`config.mk`:
```
export PLATFORM = sky130hd
export DESIGN_NAME = rf_wb_arbiter
export DESIGN_NICKNAME = d
export VERILOG_FILES = /design/src/rtl/rf_wb_arbiter.sv
export SDC_FILE = /design/constraint.sdc
export NUM_CORES = 1
export LEC_CHECK = 0
export CORE_MARGIN = 4
export CORE_UTILIZATION = 43
export CTS_BUF_LIST = sky130_fd_sc_hd__clkbuf_16
export CTS_CLUSTER_DIAMETER = 80
export DETAILED_ROUTE_END_ITERATION = 16
export PLACE_DENSITY_LB_ADDON = 0.12
export SYNTH_ARGS = -nofsm -noshare
export SYNTH_HDL_FRONTEND = slang
export SYNTH_SLANG_ARGS = --single-unit
```
`constraint.sdc`:
```
create_clock -name clk -period 12.2 [get_ports clk]
set_input_delay 3.66 -clock clk [delete_from_list [all_inputs] [get_ports clk]]
set_output_delay 3.66 -clock clk [all_outputs]
set_load 0.05 [all_outputs]
```
`src/rtl/rf_wb_arbiter.sv`:
```
// rf_wb_arbiter
//   Shares the integer register file's single write port between NREQ
//   write-back sources, using round-robin priority and a valid/ready
//   handshake. It also keeps a 32-entry busy map of destination
//   registers that have been issued but not yet written back, so issue
//   logic can detect RAW hazards.
//
// Ports
//   clk                 rising-edge clock
//   rst                 asynchronous reset, active low
//   req_valid[NREQ]     requester i has a write pending
//   req_ready[NREQ]     one-hot grant (combinational)
//   req_rd[5*NREQ]      destination register of requester i, bits [5i+4:5i]
//   req_data[XLEN*NREQ] write data of requester i
//   wb_rd/wb_data/wb_we register file write port (registered)
//   issue_valid/issue_rd  an instruction with a destination is issued
//   chk_rs1/chk_rs2     source registers to check for hazards
//   rs1_busy/rs2_busy   hazard flags (combinational)
//   busy_map[32]        scoreboard bits (registered), bit 0 always 0
module rf_wb_arbiter #(
  parameter int XLEN = 64,
  parameter int NREQ = 3
) (
  input  logic                 clk,
  input  logic                 rst,
  input  logic [NREQ-1:0]      req_valid,
  output logic [NREQ-1:0]      req_ready,
  input  logic [5*NREQ-1:0]    req_rd,
  input  logic [XLEN*NREQ-1:0] req_data,
  output logic [4:0]           wb_rd,
  output logic [XLEN-1:0]      wb_data,
  output logic                 wb_we,
  input  logic                 issue_valid,
  input  logic [4:0]           issue_rd,
  input  logic [4:0]           chk_rs1,
  input  logic [4:0]           chk_rs2,
  output logic                 rs1_busy,
  output logic                 rs2_busy,
  output logic [31:0]          busy_map
);

  // Pointer width sized so that indexing NREQ-wide vectors is exact.
  localparam int PW = (NREQ > 2) ? 2 : 1;

  logic [PW-1:0]   ptr;
  logic [PW-1:0]   ptr_nxt;
  logic [PW-1:0]   gnt_idx;
  logic [NREQ-1:0] gnt;
  logic            hs;
  logic [4:0]      sel_rd;
  logic [XLEN-1:0] sel_data;
  logic [31:0]     busy_nxt;
  int              arb_idx;

  // Round-robin search starting at ptr, wrapping at NREQ.
  always_comb begin
    gnt     = '0;
    gnt_idx = '0;
    hs      = 1'b0;
    arb_idx = 0;
    for (int off = 0; off < NREQ; off++) begin
      arb_idx = int'(ptr) + off;
      if (arb_idx >= NREQ) arb_idx = arb_idx - NREQ;
      if (!hs && req_valid[arb_idx[PW-1:0]]) begin
        hs                  = 1'b1;
        gnt[arb_idx[PW-1:0]] = 1'b1;
        gnt_idx             = arb_idx[PW-1:0];
      end
    end
  end

  // Grants are suppressed while reset is held so no requester sees a
  // handshake that the registers will not record.
  assign req_ready = gnt & {NREQ{rst}};

  always_comb begin
    sel_rd   = '0;
    sel_data = '0;
    for (int i = 0; i < NREQ; i++) begin
      if (gnt[i]) begin
        sel_rd   = req_rd[5*i +: 5];
        sel_data = req_data[XLEN*i +: XLEN];
      end
    end
  end

  always_comb begin
    if (gnt_idx == PW'(NREQ - 1)) ptr_nxt = '0;
    else                          ptr_nxt = gnt_idx + PW'(1);
  end

  // Set is applied after clear: a same-edge issue to the register being
  // written back means a newer producer is already in flight.
  always_comb begin
    busy_nxt = busy_map;
    if (hs) busy_nxt[sel_rd] = 1'b0;
    if (issue_valid && (issue_rd != 5'd0)) busy_nxt[issue_rd] = 1'b1;
    busy_nxt[0] = 1'b0;
  end

  always_ff @(posedge clk or negedge rst) begin
    if (!rst) begin
      ptr      <= '0;
      wb_we    <= 1'b0;
      wb_rd    <= '0;
      wb_data  <= '0;
      busy_map <= '0;
    end else begin
      wb_we    <= hs && (sel_rd != 5'd0);
      busy_map <= busy_nxt;
      if (hs) begin
        wb_rd   <= sel_rd;
        wb_data <= sel_data;
        ptr     <= ptr_nxt;
      end
    end
  end

  // The wb_* term covers the cycle after the busy bit clears but before
  // the register file has captured the value.
  assign rs1_busy = (chk_rs1 != 5'd0) &&
                    (busy_map[chk_rs1] || (wb_we && (wb_rd == chk_rs1)));
  assign rs2_busy = (chk_rs2 != 5'd0) &&
                    (busy_map[chk_rs2] || (wb_we && (wb_rd == chk_rs2)));

endmodule

```
==> summary.md <==
| Metric | Value |
|---|---|
| Vias in the first global route | 6705 |
| Crit end category | output pin |
| Kind of critical path | in2out |
| Top-area cell type share of the netlist area | 41.0% |
| Initial core utilization | 44.6% |
| Nets@finish | 1164 |
| Yosys warnings | 0 |
| MaxCap Viol Count | 0 |
| I/O pin count | 335 |
| Yosys reg bits | 103 |
| Post-route ant nets | 0 |
| Port buffer count | 333 |
| Slowest CP cell | clkdlybuf4s50_1 |
| CTS tree | built |
| Root Buffer | clkbuf_16 |
| Detailed-route wire length per cell | 23.0 um |
| Slew margin rel. | 42.6% |
| Register area share after synthesis | 41.0% |
| Post-route minimum period | 10.17 ns |
| RSZ-0062 raised after global routing | no |
| Dpl cells | 1101 |
| Top delay family on crit path | buffers and inverters |
| Leak | 3.84 nW |
| Most common cell in the synthesized netlist | a22oi_1 |
| Clk Latency, worst-skew pair | 0.34 ns |
| Pin count of the biggest net entering global routing | 93 |
| Post-Layout Cell Count | 1118 |
| All-layer global routing usage | 30.0% |
| FFs w/ async S/R, synth | 100% |
| Critical Path, Cell by Cell | clkdlybuf4s50_1, mux4_2, mux4_2, o21ai_0, o21ai_0, clkdlybuf4s50_1 |
| Grt total ovfl | 0 |
| Filler instances | 1077 |
| Setup crit start kind | input port |
| Synth top area cells | dfrtp_1 41%, a22oi_1 15%, mux4_2 6.4% |
| Chip Height | 129 um |
| Final period utilization | 83.4% |
| Clock Path Buffers | 2 |
| CTS Sinks | 103 |
| Final-report setup violation count | 0 |
| Fin Hold WS | 0.507 ns |
| Critical hold path startpoint | wb_data[39]$_DFFE_PN0N_ |
| Final wirelength | 25.7 mm |
| Worst endpoint required time | 8.54 ns |
| Routability Congestion | 0.925 |
| Initial DRC Count | 630 |
| Peak VDD IR | 176 uV |
| Drt pass-1 iters | 5 |
| Initial antenna violation count | 1 |
| Crit path buffers/inverters | 2 |
| Dpl hpwl | 19.9 mm |
| Die width | 129 um |
| Yosys cell types | 60 |
| Hold Buf Count CTS | 0 |
| Power per cell area | 327 nW/um^2 |
| Fin. Hold Viols | 0 |
| Htree depth | 3 |
| CTS resizes | 0 |
| Synth Instances | 633 |
| Worst R2R Start | ptr[0]$_DFFE_PN0N_ |
| CP max stage delay | 0.83 ns |
| Clock slew at reported path FFs | 0.07 ns |
| Mapped Avg Cell Area | 9.94 sq um |
| Status | finished clean |
| Crit path DAT | 6.51 ns |
| Clock Skews | 0.00537 ns |
| Overall Power | 3.26 mW |
| Final Util | 70.7% |
| Worst Hold Class | reg2reg |
| Post-synth top flop | dfrtp_1 |
| Max-slew violation count | 0 |
| Core ar. | 14100 sq um |
| Post-CTS setup buffers | 0 |
| Die area | 16600 sq um |
| Achievable Freq | 98.3 MHz |
| Number of CTS-inserted buffers | 9 |
| Synth area leader | dfrtp_1 |
| Vias per inst | 5.98 |
| Slew @ Worst Pin | 0.861 ns |
| Synth Net Count | 865 |
| Setup TNS | 0 ns |
| Critical path origin | chk_rs2[0] |
| Post-synth EDFFs | 0 |
| Cell Area, Synth | 6290 sq um |
| P&R area growth vs syn | 58.4% |
| Share of post-route cells with drive strength above 1 | 8.54% |
| CP max FO | 11 |
| Cell row count | 43 |
| Routed via count | 6688 |
| Top cells by count, synth | 129 x a22oi_1, 103 x dfrtp_1, 75 x o21ai_0 |
| Residual DRC count | 0 |
| First-pass GRT wire length | 38.1 mm |
-- flip-flops by register name, indices dropped and copies added (netlist names) --
signal / cells
wb_we: 1
busy_map: 31
wb_rd: 5
ptr: 2
wb_data: 64
-- routing by layer --
layer	GRT usage (%)	share of wire (%)	routed length (um)
met5	0	0	0
met4	11.6	3.8	990
met3	6.48	7.9	2040
met2	52.8	53	13500
met1	35.7	36	9170
-- where the power goes --
part / internal [mW] / switching, mW
clock network: 0.159 / 0.130
registers: 0.513 / 0.157
logic: 0.794 / 1.50
total: 1.47 / 1.79
-- through the flow --
step	worst slack (ns)	area (sq um)
floorplan	2.75	6290
global placement	2.05	9660
detailed placement	1.99	9660
CTS	2.00	9960
global route	1.88	9970
finish	2.03	9970
-- worst min-delay path: stages, from the launching register on --
cell and delay, ns:
dfrtp_1 0.35, a22oi_1 0.06, o21ai_0 0.06
-- final cells by class --
type / count / area, sq um / share of cell area [%]
Antenna cell: 1 / 2.50 / 0.0251
Clock buffer: 9 / 225 / 2.26
Clock inverter: 7 / 75.1 / 0.753
Inverter: 26 / 97.6 / 0.979
Multi-Input combinational cell: 451 / 3370 / 33.8
Sequential cell: 103 / 2580 / 25.9
Tap cell: 180 / 225 / 2.26
Timing Repair Buffer: 341 / 3390 / 34.0
-- kinds of logic (layout without fill, tap and decap cells) --
family	Yosys count	count (layout)	share of synthesized area, %
AO/OA/AOI/OAI	296	296	32.6
XOR/XNOR	10	10	1.39
flip-flops	103	103	41.0
multiplexers	22	22	7.54
other	1	2	0.0596
AND/OR/NAND/NOR	118	118	11.0
buffers and inverters	79	383	5.61
adder cells (fa/ha/maj)	4	4	0.796
-- worst paths after layout --
kind | end | slack, ns | depth (start not counted)
setup / recovery | rs2_busy | 2.03 | 6
setup reg to reg | busy_map[14]$_DFF_PN0_ | 8.41 | 12
min in group asynchronous | wb_data[0]$_DFFE_PN0N_ | 3.37 | 1
hold / removal | wb_data[39]$_DFFE_PN0N_ | 0.51 | 2
max in group asynchronous | busy_map[12]$_DFF_PN0_ | 7.74 | 2
hold reg to reg | wb_data[39]$_DFFE_PN0N_ | 0.51 | 2
-- cell usage in the layout (no fill, tap or decap), types with 3 or more instances in the layout --
| cell | netlist | final |
|---|---|---|
| a21oi_2 | 7 | 7 |
| nor2_1 | 18 | 18 |
| ha_1 | 4 | 4 |
| a2111oi_0 | 5 | 5 |
| o21ai_1 | 20 | 20 |
| clkinv_4 | 0 | 3 |
| nor3_4 | 6 | 6 |
| o211ai_1 | 22 | 22 |
| dfrtp_1 | 103 | 103 |
| nand3b_1 | 3 | 3 |
| and2_1 | 3 | 3 |
| nand2_1 | 45 | 45 |
| clkdlybuf4s50_1 | 0 | 332 |
| a21oi_1 | 19 | 19 |
| clkbuf_16 | 0 | 9 |
| nor4_1 | 6 | 6 |
| a22oi_1 | 129 | 129 |
| nor2b_1 | 5 | 4 |
| inv_1 | 25 | 26 |
| nor3b_1 | 4 | 4 |
| and3_1 | 3 | 3 |
| o21ai_0 | 75 | 75 |
| mux4_2 | 18 | 18 |
| nand3_1 | 4 | 4 |
| buf_4 | 6 | 9 |
| xor2_1 | 8 | 8 |
| nor3_1 | 5 | 4 |
(Power assumes the default switching activity.)
